`src/rtl/kv10_decode_pkg.sv`:
```
// KV10 predecode definitions: opcode/I-O-op codes, skip conditions, dispatch
// constants and the packed decode record carried by each queue entry.
package kv10_decode_pkg;

   localparam logic [8:0] OP_IBP   = 9'o133;
   localparam logic [8:0] OP_DPB   = 9'o137;
   localparam logic [8:0] OP_EXCH  = 9'o250;
   localparam logic [8:0] OP_AOBJP = 9'o252;
   localparam logic [8:0] OP_AOBJN = 9'o253;
   localparam logic [8:0] OP_JRST  = 9'o254;
   localparam logic [8:0] OP_XCT   = 9'o256;
   localparam logic [8:0] OP_PUSHJ = 9'o260;
   localparam logic [8:0] OP_PUSH  = 9'o261;
   localparam logic [8:0] OP_JSR   = 9'o264;
   localparam logic [8:0] OP_JSP   = 9'o265;

   localparam logic [2:0] IO_BLKI  = 3'd0;
   localparam logic [2:0] IO_DATAI = 3'd1;
   localparam logic [2:0] IO_BLKO  = 3'd2;
   localparam logic [2:0] IO_DATAO = 3'd3;
   localparam logic [2:0] IO_CONO  = 3'd4;
   localparam logic [2:0] IO_CONI  = 3'd5;
   localparam logic [2:0] IO_CONSZ = 3'd6;
   localparam logic [2:0] IO_CONSO = 3'd7;

   localparam logic [8:0] DISP_IO     = 9'o700;
   localparam logic [8:0] DISP_IOTRAP = 9'o710;
   localparam logic [8:0] DISP_JRST   = 9'o720;

   localparam logic [1:0] MODE_IMM = 2'd1;
   localparam logic [1:0] MODE_MEM = 2'd2;

   typedef enum logic [2:0] {
      SKIP_NEVER = 3'd0,
      SKIP_L     = 3'd1,
      SKIP_E     = 3'd2,
      SKIP_LE    = 3'd3,
      SKIP_A     = 3'd4,
      SKIP_GE    = 3'd5,
      SKIP_N     = 3'd6,
      SKIP_G     = 3'd7
   } skip_cc_t;

   typedef struct packed {
      logic [8:0] dispatch;
      logic       read_e;
      skip_cc_t   cc;
      logic [6:0] io_dev;
      logic       io_cond;
      logic       int_jump;
      logic       int_skip;
      logic       xct;
   } decode_rec_t;

endpackage

```
`src/rtl/idecode_rom.sv`:
```
// Combinational predecode of the instruction's opcode/AC field against the
// current user/userIO mode.
module idecode_rom
   import kv10_decode_pkg::*;
(
   input  logic [35:23]  inst_i,   // opcode (PDP bits 0..8) and AC (PDP bits 9..12)
   input  logic          user_i,
   input  logic          userio_i,
   output decode_rec_t   rec_o
);

   logic [8:0] op;
   logic [3:0] ac;
   logic [1:0] mode;
   logic [2:0] ioop;
   logic       io_trap;

   assign op      = inst_i[35:27];
   assign ac      = inst_i[26:23];
   assign mode    = op[1:0];
   assign ioop    = inst_i[25:23];
   assign io_trap = user_i & ~userio_i;

   always_comb begin
      rec_o          = '0;
      rec_o.cc       = SKIP_NEVER;
      rec_o.dispatch = op;
      rec_o.io_dev   = inst_i[32:26];

      if (op[8:6] == 3'o7) begin
         if (io_trap) begin
            rec_o.dispatch = DISP_IOTRAP;
         end else begin
            rec_o.dispatch = DISP_IO | {6'b0, ioop};
            case (ioop)
               IO_BLKI, IO_BLKO: rec_o.int_skip = 1'b1;
               IO_DATAO:         rec_o.read_e   = 1'b1;
               IO_CONO, IO_CONI: rec_o.io_cond  = 1'b1;
               IO_CONSZ: begin
                  rec_o.io_cond  = 1'b1;
                  rec_o.int_skip = 1'b1;
                  rec_o.cc       = SKIP_E;
               end
               IO_CONSO: begin
                  rec_o.io_cond  = 1'b1;
                  rec_o.int_skip = 1'b1;
                  rec_o.cc       = SKIP_N;
               end
               default: ;
            endcase
         end
      end else begin
         if (op >= OP_IBP && op <= OP_DPB)
            rec_o.read_e = 1'b1;
         // MOVx 200-217 and IMUL/MUL/IDIV/DIV 220-237 share the mode encoding
         if (op[8:4] == 5'b01000 && mode != MODE_IMM && mode != MODE_MEM)
            rec_o.read_e = 1'b1;
         if (op[8:4] == 5'b01001 && mode != MODE_IMM)
            rec_o.read_e = 1'b1;
         if (op[8:3] == 6'o27 && mode != MODE_IMM)
            rec_o.read_e = 1'b1;
         if ((op[8:6] == 3'o4 || op[8:6] == 3'o5) && mode != MODE_IMM)
            rec_o.read_e = 1'b1;
         if (op[8:6] == 3'o6 && op[3])
            rec_o.read_e = 1'b1;

         if (op[8:6] == 3'o3) begin
            rec_o.cc = skip_cc_t'(op[2:0]);
            case (op[5:3])
               3'o1:             rec_o.read_e = 1'b1;
               3'o3, 3'o5, 3'o7: begin
                  rec_o.read_e   = 1'b1;
                  rec_o.int_skip = 1'b1;
               end
               default: ;
            endcase
         end

         case (op)
            OP_EXCH, OP_PUSH: rec_o.read_e = 1'b1;
            OP_XCT: begin
               rec_o.read_e = 1'b1;
               rec_o.xct    = 1'b1;
            end
            OP_PUSHJ, OP_JSR, OP_JSP: rec_o.int_jump = 1'b1;
            OP_AOBJP: rec_o.cc = SKIP_GE;
            OP_AOBJN: rec_o.cc = SKIP_L;
            OP_JRST: begin
               // Halt/restore-flag forms stay on the generic JRST handler in user mode
               if (!(io_trap && (ac[3] || ac[2] || ac[0]))) begin
                  rec_o.dispatch = DISP_JRST | {5'b0, ac};
                  rec_o.int_jump = 1'b1;
               end
            end
            default: ;
         endcase
      end
   end

endmodule

```
`src/rtl/idecode_queue.sv`:
```
// Instruction predecode FIFO between fetch and the execution FSM; entries are
// decoded on entry and the queue self-flushes on redirect or mode change.
module idecode_queue
   import kv10_decode_pkg::*;
#(
   parameter int unsigned DEPTH      = 4,
   parameter int unsigned PC_W       = 18,
   parameter bit          MODE_FLUSH = 1'b1
) (
   input  logic                     clk,
   input  logic                     reset,
   input  logic                     in_valid,
   output logic                     in_ready,
   input  logic [35:0]              in_inst,
   input  logic [PC_W-1:0]          in_pc,
   input  logic                     user,
   input  logic                     userIO,
   input  logic                     flush,
   output logic                     out_valid,
   input  logic                     out_ready,
   output logic [35:0]              out_inst,
   output logic [PC_W-1:0]          out_pc,
   output logic [8:0]               dispatch,
   output logic                     read_e,
   output logic [2:0]               condition_code,
   output logic [6:0]               io_dev,
   output logic                     io_cond,
   output logic                     int_jump,
   output logic                     int_skip,
   output logic                     xct,
   output logic [$clog2(DEPTH):0]   count
);

   localparam int unsigned AW = $clog2(DEPTH);
   localparam int unsigned CW = AW + 1;

   logic [AW-1:0] wr_ptr_q, wr_ptr_d;
   logic [AW-1:0] rd_ptr_q, rd_ptr_d;
   logic [CW-1:0] count_q,  count_d;
   logic          user_q, userio_q;

   decode_rec_t     rec_mem_q  [DEPTH];
   logic [35:0]     inst_mem_q [DEPTH];
   logic [PC_W-1:0] pc_mem_q   [DEPTH];

   decode_rec_t in_rec;
   decode_rec_t head_rec;
   logic        full, empty, mode_chg, flush_all, push, pop;

   idecode_rom u_rom (
      .inst_i   (in_inst[35:23]),
      .user_i   (user),
      .userio_i (userIO),
      .rec_o    (in_rec)
   );

   assign full      = (count_q == CW'(DEPTH));
   assign empty     = (count_q == '0);
   assign in_ready  = ~full;
   assign out_valid = ~empty;
   assign count     = count_q;

   // A word offered during a mode switch was decoded under the old mode, so it is dropped too
   assign mode_chg  = MODE_FLUSH && ((user != user_q) || (userIO != userio_q));
   assign flush_all = flush | mode_chg;
   assign push      = in_valid & in_ready & ~flush_all;
   assign pop       = out_valid & out_ready;

   always_comb begin
      wr_ptr_d = wr_ptr_q;
      rd_ptr_d = rd_ptr_q;
      count_d  = count_q;
      if (flush_all) begin
         wr_ptr_d = '0;
         rd_ptr_d = '0;
         count_d  = '0;
      end else begin
         if (push) wr_ptr_d = wr_ptr_q + AW'(1);
         if (pop)  rd_ptr_d = rd_ptr_q + AW'(1);
         case ({push, pop})
            2'b10:   count_d = count_q + CW'(1);
            2'b01:   count_d = count_q - CW'(1);
            default: count_d = count_q;
         endcase
      end
   end

   always_ff @(posedge clk) begin
      if (reset) begin
         wr_ptr_q <= '0;
         rd_ptr_q <= '0;
         count_q  <= '0;
      end else begin
         wr_ptr_q <= wr_ptr_d;
         rd_ptr_q <= rd_ptr_d;
         count_q  <= count_d;
      end
      user_q   <= user;
      userio_q <= userIO;
   end

   always_ff @(posedge clk) begin
      if (push) begin
         rec_mem_q[wr_ptr_q]  <= in_rec;
         inst_mem_q[wr_ptr_q] <= in_inst;
         pc_mem_q[wr_ptr_q]   <= in_pc;
      end
   end

   always_comb begin
      head_rec    = '0;
      head_rec.cc = SKIP_NEVER;
      out_inst    = '0;
      out_pc      = '0;
      if (!empty) begin
         head_rec = rec_mem_q[rd_ptr_q];
         out_inst = inst_mem_q[rd_ptr_q];
         out_pc   = pc_mem_q[rd_ptr_q];
      end
   end

   assign dispatch       = head_rec.dispatch;
   assign read_e         = head_rec.read_e;
   assign condition_code = head_rec.cc;
   assign io_dev         = head_rec.io_dev;
   assign io_cond        = head_rec.io_cond;
   assign int_jump       = head_rec.int_jump;
   assign int_skip       = head_rec.int_skip;
   assign xct            = head_rec.xct;

endmodule

```
`config.mk`:
```
export PLATFORM = sky130hd
export DESIGN_NAME = idecode_queue
export DESIGN_NICKNAME = d
export VERILOG_FILES = /design/src/rtl/kv10_decode_pkg.sv /design/src/rtl/idecode_rom.sv /design/src/rtl/idecode_queue.sv
export SDC_FILE = /design/constraint.sdc
export NUM_CORES = 1
export LEC_CHECK = 0
export BUFFER_PORTS_ARGS = -buffer_cell sky130_fd_sc_hd__buf_2
export CORE_MARGIN = 5
export CORE_UTILIZATION = 40
export DETAILED_ROUTE_END_ITERATION = 7
export HOLD_SLACK_MARGIN = 0.1
export MAX_ROUTING_LAYER = met4
export SLEW_MARGIN = 10
export SYNTH_ARGS = -nofsm -noshare
export SYNTH_HDL_FRONTEND = slang
export SYNTH_SLANG_ARGS = --single-unit
```
`constraint.sdc`:
```
create_clock -name clk -period 3 [get_ports clk]
set_input_delay 0.45 -clock clk [delete_from_list [all_inputs] [get_ports clk]]
set_output_delay 0.45 -clock clk [all_outputs]
set_load 0.02 [all_outputs]
```
==> results.md, run 1 <==
Clocking:
- The number of clock sinks is 295.
- The clock transition at the register clock pins on the worst setup and hold paths after CTS is 50 ps.
- CTS built an H-tree with a depth of 2.
- Clock tree synthesis selected as its root buffer the cell sky130_fd_sc_hd__clkbuf_16.
- The CTS tree is yes.
- The later pin in the worst-skew pair is clocked with a latency of 500 ps.
- The clock passes through at most 3 buffers.
- Gates resized during post-CTS repair numbered 0.
- Clock tree synthesis inserted a total of 34 buffers.

Timing:
- The actual slew at the worst max-slew pin is 715 ps.
- The max-slew violation count came to 0.
- Setup violations remaining at the end of the flow were counted as 0.
- Headroom to the max-slew limit came out at between 50 and 60%.
- Setup repair after global routing left no endpoint under its margin.
- The worst path uses 91.3% of the clock period.
- The highest attainable clock frequency is 365 MHz.
- The post-route clock skew is 17.3 ps.
- The worst path in the final design needs a cycle of 2740 ps, including I/O delays and setup.
- In the final timing run, aggregate negative setup slack is 0 ps.
- The hold violation total from the final report is 0.

Detailed routing:
- The post-detailed-route wirelength per cell is 20.8 microns.
- The vias per cell is roughly 5.1.
- The met3 layer wire length in the routed design is around 1.3 mm.
- Summed over all nets, wire length on met2 after detailed routing comes to 12.3 mm.
- The remaining antenna violation count is 0.
- After the first detailed-routing iteration, the DRC count stood at 338.
- The total via count in the routed design is 5934.
- After detailed routing, the wire length on met1 is 10.0 mm.
- Before antenna repair, the detailed router went through 5 iterations.
- The uppermost signal routing layer after detailed routing is met4.
- For this run, design rule violations remaining after detail routing come to 0.
- The total wire length is around 24 mm.

Global routing:
- The number of antenna violations at the first check in global routing is 0.
- The residual overflow from global routing is 0.
- For this run, the total global-route usage over all layers was measured as about 15%.
- The via count of the first global-routing pass came to about 6400.
- The pin count of the biggest net entering global routing is between 70 and 80.
- The first global-routing pass estimated 37.7 mm of wire.

Placement:
- The placer congestion estimate is 0.763.
- After legalization and detailed placement, the total HPWL measured about 15 mm.
- The number of port buffers is around 140.
- The count of placed standard cells including taps is between 1000 and 1500.

Floorplan:
- The placeable core region is 28800 sq um.
- The die extent in x is 181 microns.
- The die covers 32800 sq um.
- Once the floorplan was initialized, standard cells occupied 40.7% of the core.
- The number of top-level pins is between 100 and 150.
- The die is ~180 microns tall.
- After floorplanning, the core was divided into 62 placement rows.

Power and ir drop:
- For this design the static power due to leakage is 4.86 nW.
- The combinational share of power is about 2.4%.
- The power share of the sequential group is 51.2%.
- The net switching power of the design is 1.68 mW.
- The power per cell area is 631 nW/um^2.
- The maximum ir drop on the vdd rail is 0.000368 V.
- The net switching fraction of the power is roughly a fifth.
- The sum of internal, switching and leakage power is 8.90 mW.
- The internal power component is ~7.2 mW.
- The clock share of power is 46.4%.

Critical path:
- The worst setup path is captured at an output port.
- The slack of the worst reg-to-reg path is 840 ps.
- At the worst endpoint, the arrival time is 2290 ps.
- The cell depth of the worst flop-to-flop path is 11.
- The required time of the worst setup path is 2550 ps.
- The last element of the critical path is io_dev[0].
- The kind of critical path is reg2out.
- STA classifies the critical path startpoint as a flip-flop.
- The worst register-to-register path ends at count[2].
- Along the worst path, the maximum fanout reaches 71.
- In this run the critical register-to-register path is launched from userio_q.

Layout:
- Compared with the post-synthesis result, the final layout area differs by 20.5%.
- At the end of the flow, the number of nets in the layout was 814.
- 0 antenna diodes ended up in the layout.
- The finished layout holds 1156 standard cells, fillers aside.
- The ratio of cells with drive above 1 in the final layout is 38.1%.

Logic synthesis:
- The net count of the mapped netlist is between 600 and 700.
- The synthesized netlist devotes 0.599% of its cell area to XOR and XNOR gates.
- Measured against the total synthesized area, the mux share comes to 13.7%.
- The synthesized netlist devotes 7.02% of its cell area to simple gates.
- Summing the areas of all fa, ha and maj instances in the mapped netlist gives less than 1% of the synthesized area.
- The Yosys step of the flow raised 0 warnings.
- Counting flops with a built-in enable in the synthesized netlist gives approximately 280.
- Among all flip-flop cells after synthesis, the most frequent one is sky130_fd_sc_hd__edfxtp_1.
- In this run the mean area of a mapped cell was between 15 and 20 sq um.
- The mapped netlist covers 11700 sq um.
- The synthesized instance count is 586.
- The synthesized flop and latch total is 295.
- The share of async-settable or async-resettable flops after synthesis is 0%.
- The share of the yosys chip area belonging to registers is 74.7%.
- After synthesis, the largest family of logic cells by area is multiplexers.
- The distinct cell type count after synthesis is 44.
- The synthesized netlist devotes roughly 1.3% of its cell area to compound gates.

Run status:
- The flow ran to the end, and the final reports show no timing, DRC or antenna violations.

Run:
- Across the run, the number of max-cap violations was 0.

Worst hold path:
- Along the worst hold path, the cell count comes to 1.
- The kind of path behind the tightest hold check is in2reg.
[state kept, by name, summed over array words and instances (netlist names), named ones only]
register	flops
wr_ptr_q	2
count	3
pc_mem_q	72
rd_ptr_q	2
user_q	1
userio_q	1
rec_mem_q	82
inst_mem_q	130
[cells in the mapped netlist, types with 2 or more instances]
library cell	instances	share of area, %
sky130_fd_sc_hd__a21oi_1	7	0.30
sky130_fd_sc_hd__a22o_1	3	0.22
sky130_fd_sc_hd__and2_1	77	4.1
sky130_fd_sc_hd__and3_1	2	0.11
sky130_fd_sc_hd__and3_4	2	0.19
sky130_fd_sc_hd__buf_1	5	0.16
sky130_fd_sc_hd__buf_2	9	0.38
sky130_fd_sc_hd__buf_4	7	0.45
sky130_fd_sc_hd__buf_6	2	0.19
sky130_fd_sc_hd__clkbuf_1	12	0.38
sky130_fd_sc_hd__dfxtp_1	11	1.9
sky130_fd_sc_hd__edfxtp_1	284	73
sky130_fd_sc_hd__ha_1	5	0.53
sky130_fd_sc_hd__inv_1	8	0.26
sky130_fd_sc_hd__mux4_2	71	14
sky130_fd_sc_hd__nand2_1	11	0.35
sky130_fd_sc_hd__nand2b_1	6	0.32
sky130_fd_sc_hd__nand3_1	6	0.26
sky130_fd_sc_hd__nor2_1	19	0.61
sky130_fd_sc_hd__o21a_1	2	0.13
sky130_fd_sc_hd__o21ai_0	5	0.21
sky130_fd_sc_hd__o31ai_1	3	0.19
sky130_fd_sc_hd__or2_2	2	0.11
sky130_fd_sc_hd__xnor2_1	3	0.22
sky130_fd_sc_hd__xor2_1	5	0.37
[power groups by stage]
stage / Combinational (mW) / Sequential, mW / Clock (mW)
finish: 0.214 / 4.55 / 4.13
global route: 0.234 / 4.55 / 4.44
floorplan: 0.0936 / 4.64 / 0
global placement: 0.201 / 4.64 / 0
detailed placement: 0.213 / 4.64 / 0
CTS: 0.215 / 4.55 / 4.24
[layout make-up]
type	instances	area, sq um
Fill cell	2380	14700
Clock inverter	18	216
Clock buffer	43	916
Sequential cell	295	8760
Inverter	8	30.0
Timing Repair Buffer	161	968
Multi-Input combinational cell	247	2740
Tap cell	384	480
[worst min path at each step]
| stage | slack, ps | startpoint | to |
|---|---|---|---|
| after floorplan | 470 | wr_ptr_q[1] | wr_ptr_q[1] |
| after global placement | 480 | wr_ptr_q[1] | wr_ptr_q[1] |
| after detailed placement | 500 | wr_ptr_q[1] | wr_ptr_q[1] |
| after CTS | 150 | in_inst[9] | inst_mem_q[3][9] |
| after global routing | 150 | in_inst[19] | inst_mem_q[3][19] |
| final | 170 | in_inst[9] | inst_mem_q[3][9] |
[kinds of logic (layout without fill, tap and decap cells)]
group                    count (synthesis)  after routing
adder cells (fa/ha/maj)                  6              6
buffers and inverters                   44            230
multiplexers                            71             71
flip-flops                             295            295
AND/OR/NAND/NOR                        138            138
XOR/XNOR                                 8              8
AO/OA/AOI/OAI                           24             24
[through the flow]
stage / area (sq um) / setup WS (ps) / hold slack [ps] / util [%]
6_report: 14100 / 260 / 170 / 49.0
5_1_grt: 14100 / 92.0 / 150 / 49.0
4_1_cts: 14100 / 169 / 148 / 49.0
3_5_place_dp: 13000 / 547 / 503 / 45.0
3_3_place_gp: 13000 / 618 / 476 / 45.0
2_1_floorplan: 11700 / 577 / 469 / -
[repair_timing]
| item | in CTS | in global routing |
|---|---|---|
| endpoints found under the hold margin | 2 | 0 |
| buffers inserted | 0 | 0 |
| hold buffers | 2 | 0 |
[critical path: stages, from the launching register on]
cell and delay (ps):
sky130_fd_sc_hd__dfxtp_4 340, sky130_fd_sc_hd__buf_12 480, sky130_fd_sc_hd__mux4_2 600, sky130_fd_sc_hd__and2_1 190
sky130_fd_sc_hd__buf_2 160
[cell usage in the layout (no fill, tap or decap), types with 2 or more instances in the layout]
cell / synthesis / final
sky130_fd_sc_hd__edfxtp_1: 284 / 284
sky130_fd_sc_hd__buf_2: 9 / 143
sky130_fd_sc_hd__and2_1: 77 / 73
sky130_fd_sc_hd__mux4_2: 71 / 71
sky130_fd_sc_hd__clkbuf_16: 0 / 35
sky130_fd_sc_hd__nor2_1: 19 / 19
sky130_fd_sc_hd__nand2_1: 11 / 11
sky130_fd_sc_hd__dfxtp_1: 11 / 9
sky130_fd_sc_hd__buf_12: 0 / 9
sky130_fd_sc_hd__inv_1: 8 / 8
sky130_fd_sc_hd__a21oi_1: 7 / 7
sky130_fd_sc_hd__clkbuf_1: 12 / 7
sky130_fd_sc_hd__clkinv_1: 0 / 7
sky130_fd_sc_hd__buf_4: 7 / 7
sky130_fd_sc_hd__nand2b_1: 6 / 6
sky130_fd_sc_hd__nand3_1: 6 / 6
sky130_fd_sc_hd__o21ai_0: 5 / 5
sky130_fd_sc_hd__xor2_1: 5 / 5
sky130_fd_sc_hd__ha_1: 5 / 5
sky130_fd_sc_hd__bufinv_16: 0 / 5
sky130_fd_sc_hd__and2_4: 0 / 4
sky130_fd_sc_hd__o31ai_1: 3 / 3
sky130_fd_sc_hd__a22o_1: 3 / 3
sky130_fd_sc_hd__xnor2_1: 3 / 3
sky130_fd_sc_hd__clkinv_2: 0 / 3
sky130_fd_sc_hd__and3_4: 2 / 2
sky130_fd_sc_hd__or2_2: 2 / 2
sky130_fd_sc_hd__o21a_1: 2 / 2
sky130_fd_sc_hd__and3_1: 2 / 2
sky130_fd_sc_hd__dfxtp_4: 0 / 2
sky130_fd_sc_hd__dlygate4sd3_1: 0 / 2
[layer usage]
metal | global-route usage (%) | vias up
li1 | - | 2645
met1 | 19.5 | 3052
met2 | 25.5 | 199
met3 | 2.67 | 38
met4 | 3.87 | 0
met5 | - | -
Power figures use the tool's default switching activity.
==> run 2: changes to the inputs <==
- BUFFER_PORTS_ARGS: -buffer_cell sky130_fd_sc_hd__buf_2 -> default
- DONT_BUFFER_PORTS: default -> 1
- GPL_ROUTABILITY_DRIVEN: default -> 0
==> results.md, run 2 (synthesized netlist as in run 1, its figures left out) <==
Run status:
- Status: completed (unchanged).

Layout:
- The final non-filler cell total is 1065 (was 1156).
- The total area of sequential cells is 8760 sq um (unchanged).
- Highest-count cells in the layout ignoring fill and taps: sky130_fd_sc_hd__edfxtp_1, sky130_fd_sc_hd__and2_1, sky130_fd_sc_hd__mux4_2 (was sky130_fd_sc_hd__edfxtp_1, sky130_fd_sc_hd__buf_2, sky130_fd_sc_hd__and2_1).
- The filler cell count is 2359 (was 2380).
- The final instance area was 13800 sq um (was 14100 sq um).
- The layout overhead on the synthesized area is 17.7% (was 20.5%).
- The multi-input logic area came to 2740 sq um (unchanged).
- The register with the highest flop count is inst_mem_q (unchanged).
- Registers with the most flip-flops: inst_mem_q (130), rec_mem_q (82), pc_mem_q (72) (unchanged).
- The number of flip-flops in the largest register is 130 (unchanged).
- The ratio of cells with drive above 1 in the final layout was 21.9% (was 38.1%).
- The final core area utilization is 47.9% (was 49.0%).
- The most frequent standard cell in the layout excluding fill and tap cells was sky130_fd_sc_hd__edfxtp_1 (unchanged).
- The final net count came to 722 (was 814).

Detailed routing:
- The vias per cell came to 5.29 (was 5.13).
- The post-detailed-route wirelength per cell came to 22.9 microns (was 20.8 microns).
- The total wire length is 24.3 mm (was 24.1 mm).
- The remaining antenna violation count was 0 (unchanged).
- The length of the first detailed-routing pass in iterations is 5 (unchanged).
- The total via count in the routed design came to 5637 (was 5934).
- The final routed DRC violation total came to 0 (unchanged).
- The DRC marker count from the first detailed-route iteration is 370 (was 338).

Worst hold path:
- The hold-critical path endpoint is wr_ptr_q[1] (was inst_mem_q[3][9]).
- The hold-critical path depth is 3 (was 1).
- The kind of path behind the tightest hold check is in2reg (unchanged).
- The startpoint of the lowest-slack hold path is in_valid (was in_inst[9]).

Critical path:
- The required time of the worst setup path is 2550 ps (about the same).
- The type of destination of the critical path is an output port (unchanged).
- The slack of the worst reg-to-reg path is 720 ps (was 840 ps).
- The cell depth of the worst flop-to-flop path is 8 (was 11).
- The largest fanout of any net on the critical path is 20 (was 71).
- The startpoint kind of the worst setup timing path is a flip-flop (unchanged).
- List of cells traversed by the critical path: buf_4 -> mux4_2 -> and2_1 (was buf_12 -> mux4_2 -> and2_1 -> buf_2).
- The endpoint of the worst-slack reg-to-reg timing path is count[1] (was count[2]).
- The arrival time at the worst endpoint is 2350 ps (was 2290 ps).
- The kind of critical path is reg2out (unchanged).
- The peak per-stage delay on the critical path is 620 ps (was 600 ps).
- The origin of the critical flop-to-flop path is count[0] (was userio_q).
- The critical-path cell with the highest stage delay is sky130_fd_sc_hd__dfxtp_4 (was sky130_fd_sc_hd__mux4_2).

Placement:
- The pre-CTS setup slack is 608 ps (was 547 ps).
- The HPWL after detailed placement was 14.7 mm (was 14.8 mm).
- The count of placed standard cells including taps was 949 (was 1093).
- The placed instance area is 12200 sq um (was 13000 sq um).
- The number of port buffers is 0 (was 143).

Global routing:
- The met3 layer usage reported by global route is 3.48% (was 2.67%).
- The routing usage on met2 came to 25.0% (was 25.5%).
- The residual overflow from global routing came to 0 (unchanged).
- The pin count of the biggest net entering global routing is 73 (unchanged).
- The combined global-route utilization of all metal layers is 14.9% (was 15.2%).
- The most crowded layer after global routing is met2 (unchanged).
- The first-pass GRT wire length is 37.1 mm (was 37.7 mm).
- The number of antenna violations at the first check in global routing is 2 (was 0).
- The via count of the first global-routing pass is 6149 (was 6425).
- The met1 demand-to-capacity share in global routing was 18.7% (was 19.5%).

Power and ir drop:
- The maximum ir drop on the vdd rail was 0.000409 V (was 0.000368 V).
- The power per cell area came to 612 nW/um^2 (was 631 nW/um^2).
- The leakage power total was 4.32 nW (was 4.86 nW).

Clocking:
- The CTS tree is yes (unchanged).
- The number of CTS-inserted buffers is 31 (was 34).
- The depth of the CTS H-tree is 1 (was 2).
- The number of clock sinks is 295 (unchanged).
- The root cell of the clock tree is sky130_fd_sc_hd__clkbuf_16 (unchanged).
- The clock transition at the register clock pins on the worst setup and hold paths after CTS is 60 ps (was 50 ps).
- The clock insertion delay at the later pin of the skew report was 560 ps (was 500 ps).
- The buffer depth of the longest clock path is 3 (unchanged).

Timing:
- Unrepaired setup endpoints after global routing: no (unchanged).
- The relative slew slack came to 63.2% (was 52.4%).
- The hold violation total from the final report is 0 (unchanged).
- The total setup violations reported at the end of the flow is 0 (unchanged).
- The final-layout setup total negative slack is 0 ps (unchanged).
- The post-route clock skew is 13.6 ps (was 17.3 ps).
- The post-route fraction of the period consumed by the critical path is 93.3% (was 91.3%).
- The actual slew at the worst max-slew pin is 546 ps (was 715 ps).
- The max-slew violation count was 0 (unchanged).
- The final setup slack of the worst path was 200 ps (was 260 ps).
- The minimum clock period is 2800 ps (was 2740 ps).
- The highest attainable clock frequency was 357 MHz (was 365 MHz).

Floorplan:
- The floorplan die area is 32800 sq um (unchanged).
- The number of top-level pins is 144 (unchanged).
- The floorplan die height is 181 microns (unchanged).
- The die extent in x is 181 microns (unchanged).
- The effective utilization at floorplan came to 40.7% (unchanged).
- The placeable core region is 28800 sq um (unchanged).
- The number of placement rows was 62 (unchanged).

Run:
- The max-capacitance violation count came to 0 (unchanged).
run 2: repair_timing:
| item | CTS | global route |
|---|---|---|
| gates resized for setup | 1 | 0 |
| hold endpoints to repair | 231 | 0 |
| hold buffers | 57 | 0 |
| endpoints found under the setup margin | 2 | 0 |
| buffers inserted | 0 | 0 |
run 2: area by class of cell:
class                      count  area share (%)
tap                          384            3.49
timing repair buffer          72            5.71
clock inverter                20            1.32
multi-input combinational    247            19.9
antenna                        1          0.0182
clock buffer                  38            5.82
sequential                   295            63.5
inverter                       8           0.218
run 2: critical path: cells and delay by family, from the launching register on:
family	cells	cell delay, ps
flops	1	620
mux	1	540
simple gates	1	250
buf+inv	1	370
run 2: how the worst max path moves through the flow:
stage / from / to / slack, ps / cells after the start
2_1_floorplan: count[0] / inst_mem_q[0][0] / 580 / 4
3_3_place_gp: count[0] / out_inst[28] / 650 / 3
3_5_place_dp: count[0] / io_dev[2] / 610 / 3
4_1_cts: flip-flop / condition_code[0] / 80 / 3
5_1_grt: flip-flop / out_pc[15] / 30 / 3
6_report: flip-flop / out_inst[1] / 200 / 3
run 2: per-stage QoR:
stage,power [mW],hold WS (ps)
floorplan,4.73,469
global placement,4.75,478
detailed placement,4.76,478
CTS,8.54,128
global route,8.71,183
finish,8.43,152
run 2: power breakdown:
part,leakage [nW],internal (mW),switching (mW)
clock,0.481,2.15,1.52
sequential,2.66,4.55,0.00742
combinational,1.18,0.0999,0.110
total,4.32,6.80,1.63
run 2: per-layer routing:
metal / wire length (microns) / part of all wire (%) / vias to the layer above
li1: - / - / 2457
met1: 9680 / 40 / 2914
met2: 12400 / 51 / 219
met3: 1740 / 7.1 / 47
met4: 565 / 2.3 / 0
met5: 0 / 0 / -
==> run 3: changes to the inputs <==
- CORE_UTILIZATION: 40 -> 43
==> results.md, run 3 (synthesized netlist as in run 1, its figures left out) <==
Floorplan:
- The number of placement rows was 60 (was 62).
- The floorplan die area is 30600 sq um (was 32800 sq um).
- The placeable core region came to 26900 sq um (was 28800 sq um).
- The effective utilization at floorplan is 43.6% (was 40.7%).
- The floorplan die height is 175 microns (was 181 microns).
- The number of top-level pins was 144 (unchanged).
- The die extent in x is 175 microns (was 181 microns).

Layout:
- Registers with the most flip-flops: inst_mem_q (130), rec_mem_q (82), pc_mem_q (72) (unchanged).
- The final non-filler cell total is 1018 (was 1065).
- The number of antenna cells inserted is 0 (was 1).
- Highest-count cells in the layout ignoring fill and taps: sky130_fd_sc_hd__edfxtp_1, sky130_fd_sc_hd__and2_1, sky130_fd_sc_hd__mux4_2 (unchanged).
- The final net count is 720 (was 722).
- The final core area utilization was 51.5% (was 47.9%).
- The register with the highest flop count is inst_mem_q (unchanged).
- The filler cell count is 2167 (was 2359).
- The ratio of cells with drive above 1 in the final layout is 22.0% (was 21.9%).
- The layout overhead on the synthesized area is 18.2% (was 17.7%).
- The most frequent standard cell in the layout excluding fill and tap cells is sky130_fd_sc_hd__edfxtp_1 (unchanged).
- The number of flip-flops in the largest register is 130 (unchanged).

Clocking:
- The clock insertion delay at the later pin of the skew report was 540 ps (was 560 ps).
- The root cell of the clock tree is sky130_fd_sc_hd__clkbuf_16 (unchanged).
- The depth of the CTS H-tree is 1 (unchanged).
- The clock transition at the register clock pins on the worst setup and hold paths after CTS was 60 ps (about the same).
- The number of clock sinks is 295 (unchanged).
- The buffer depth of the longest clock path is 3 (unchanged).
- The post-cts gate resize count came to 0 (was 1).
- The number of CTS-inserted buffers is 31 (unchanged).
- The buffer count from post-CTS setup fixing is 0 (unchanged).
- The CTS tree was yes (unchanged).

Detailed routing:
- The total via count in the routed design is 5593 (was 5637).
- The post-detailed-route wirelength per cell came to 23.5 microns (was 22.9 microns).
- The final routed DRC violation total is 0 (unchanged).
- The length of the first detailed-routing pass in iterations was 4 (was 5).
- The remaining antenna violation count came to 0 (unchanged).
- The vias per cell is 5.49 (was 5.29).
- The total wire length is 24.0 mm (was 24.3 mm).
- The DRC marker count from the first detailed-route iteration was 388 (was 370).

Global routing:
- The first-pass GRT wire length is 36.4 mm (was 37.1 mm).
- The pin count of the biggest net entering global routing is 73 (unchanged).
- The via count of the first global-routing pass came to 6094 (was 6149).
- The number of antenna violations at the first check in global routing is 0 (was 2).
- The combined global-route utilization of all metal layers is 15.8% (was 14.9%).
- The residual overflow from global routing is 0 (unchanged).

Critical path:
- List of cells traversed by the critical path: or3_2 -> buf_4 -> and2_1 (was buf_4 -> mux4_2 -> and2_1).
- The startpoint kind of the worst setup timing path is a flip-flop (unchanged).
- The critical-path cell with the highest stage delay is sky130_fd_sc_hd__buf_4 (was sky130_fd_sc_hd__dfxtp_4).
- The number of buffers and inverters on the critical path is 1 (unchanged).
- The slack of the worst reg-to-reg path is 510 ps (was 720 ps).
- The kind of critical path was reg2out (unchanged).
- The type of destination of the critical path was an output port (unchanged).
- The endpoint of the worst-slack reg-to-reg timing path is count[2] (was count[1]).
- The required time of the worst setup path came to 2550 ps (about the same).
- The largest fanout of any net on the critical path is 72 (was 20).
- The cell depth of the worst flop-to-flop path was 10 (was 8).
- The cell family with the largest share of critical-path delay is simple AND/OR/NAND/NOR gates (was flip-flops).
- The arrival time at the worst endpoint is 2340 ps (was 2350 ps).
- The peak per-stage delay on the critical path came to 590 ps (was 620 ps).
- The origin of the critical flop-to-flop path is count[2] (was count[0]).

Timing:
- The hold violation total from the final report is 0 (unchanged).
- The highest attainable clock frequency is 359 MHz (was 357 MHz).
- The total setup violations reported at the end of the flow is 0 (unchanged).
- The max-slew violation count is 0 (unchanged).
- Unrepaired setup endpoints after global routing: no (unchanged).
- The final-layout setup total negative slack came to 0 ps (unchanged).
- The minimum clock period is 2790 ps (was 2800 ps).
- The post-route fraction of the period consumed by the critical path is 93.0% (was 93.3%).
- The actual slew at the worst max-slew pin came to 751 ps (was 546 ps).
- The relative slew slack came to 49.9% (was 63.2%).
- The post-route clock skew came to 7.53 ps (was 13.6 ps).

Power and ir drop:
- The net switching power of the design is 1.63 mW (about the same).
- The power share of the sequential group was 52.0% (was 54.0%).
- The maximum ir drop on the vdd rail was 0.000365 V (was 0.000409 V).
- The clock share of power is 45.6% (was 43.5%).
- The net switching fraction of the power is 18.6% (was 19.4%).
- The internal power component is 7.12 mW (was 6.80 mW).
- The leakage power total came to 4.37 nW (was 4.32 nW).
- The combinational share of power is 2.4% (was 2.5%).
- The power per cell area is 632 nW/um^2 (was 612 nW/um^2).

Run:
- The max-capacitance violation count is 0 (unchanged).

Run status:
- Status: completed (unchanged).

Worst hold path:
- The startpoint of the lowest-slack hold path is in_inst[35] (was in_valid).
- The hold-critical path depth is 1 (was 3).
- The hold-critical path endpoint is rec_mem_q[2][23] (was wr_ptr_q[1]).
- The kind of path behind the tightest hold check is in2reg (unchanged).

Placement:
- The HPWL after detailed placement came to 14.4 mm (was 14.7 mm).
- The number of port buffers is 0 (unchanged).
- The count of placed standard cells including taps is 904 (was 949).
-- run 3: metal layers --
metal  vias up  track usage, %  routed length [microns]
li1       2453               -                        -
met3        36            3.68                     1600
met4         0            3.34                      378
met2       203            26.0                    11900
met5         -               -                        0
met1      2901            20.5                    10100
-- run 3: area by class of cell --
class	instances	area [sq um]	share of cell area (%)
well taps	341	427	3.08
inverters	8	30.0	0.217
multi-input cells	247	2740	19.8
repair buffers	70	806	5.82
clock buffers	32	779	5.63
clock inverters	25	298	2.15
flip-flops and latches	295	8760	63.3
-- run 3: worst reg2reg max path, stage by stage, from the launching register on --
cell and delay, ps:
sky130_fd_sc_hd__dfxtp_1 510, sky130_fd_sc_hd__nand3_1 340, sky130_fd_sc_hd__and3_1 350, sky130_fd_sc_hd__inv_1 80
sky130_fd_sc_hd__ha_1 180, sky130_fd_sc_hd__inv_1 60, sky130_fd_sc_hd__fa_1 380, sky130_fd_sc_hd__xor2_1 160
sky130_fd_sc_hd__nor2_1 110, sky130_fd_sc_hd__xnor2_1 130, sky130_fd_sc_hd__nor2_1 60
-- run 3: per-stage QoR --
step	power (mW)	setup WS (ps)	area, sq um	hold slack [ps]
floorplan	4.73	577	11700	469
global placement	4.75	615	12200	478
detailed placement	4.76	527	12200	478
CTS	8.86	124	13800	107
global route	9.06	37.2	13800	112
finish	8.75	211	13800	140
-- run 3: worst max path at each step --
stage | start | slack, ps | cells after the start | to
2_1_floorplan | count[0] | 580 | 4 | inst_mem_q[0][0]
3_3_place_gp | count[2] | 620 | 10 | count[2]
3_5_place_dp | count[2] | 530 | 10 | count[2]
4_1_cts | count[2] | 120 | 3 | io_dev[6]
5_1_grt | count[2] | 40 | 3 | io_dev[2]
6_report | count[2] | 210 | 3 | out_inst[32]
-- run 3: timing repair --
item | in CTS | in global routing
hold buffers | 57 | 0
hold endpoints to repair | 223 | 0
setup endpoints to repair | 0 | 0
-- run 3: power groups by stage --
stage / Clock [mW] / Sequential, mW / Combinational (mW)
5_1_grt: 4.28 / 4.55 / 0.230
3_5_place_dp: 0 / 4.64 / 0.121
6_report: 3.99 / 4.55 / 0.212
2_1_floorplan: 0 / 4.64 / 0.0936
3_3_place_gp: 0 / 4.64 / 0.116
4_1_cts: 4.10 / 4.55 / 0.214
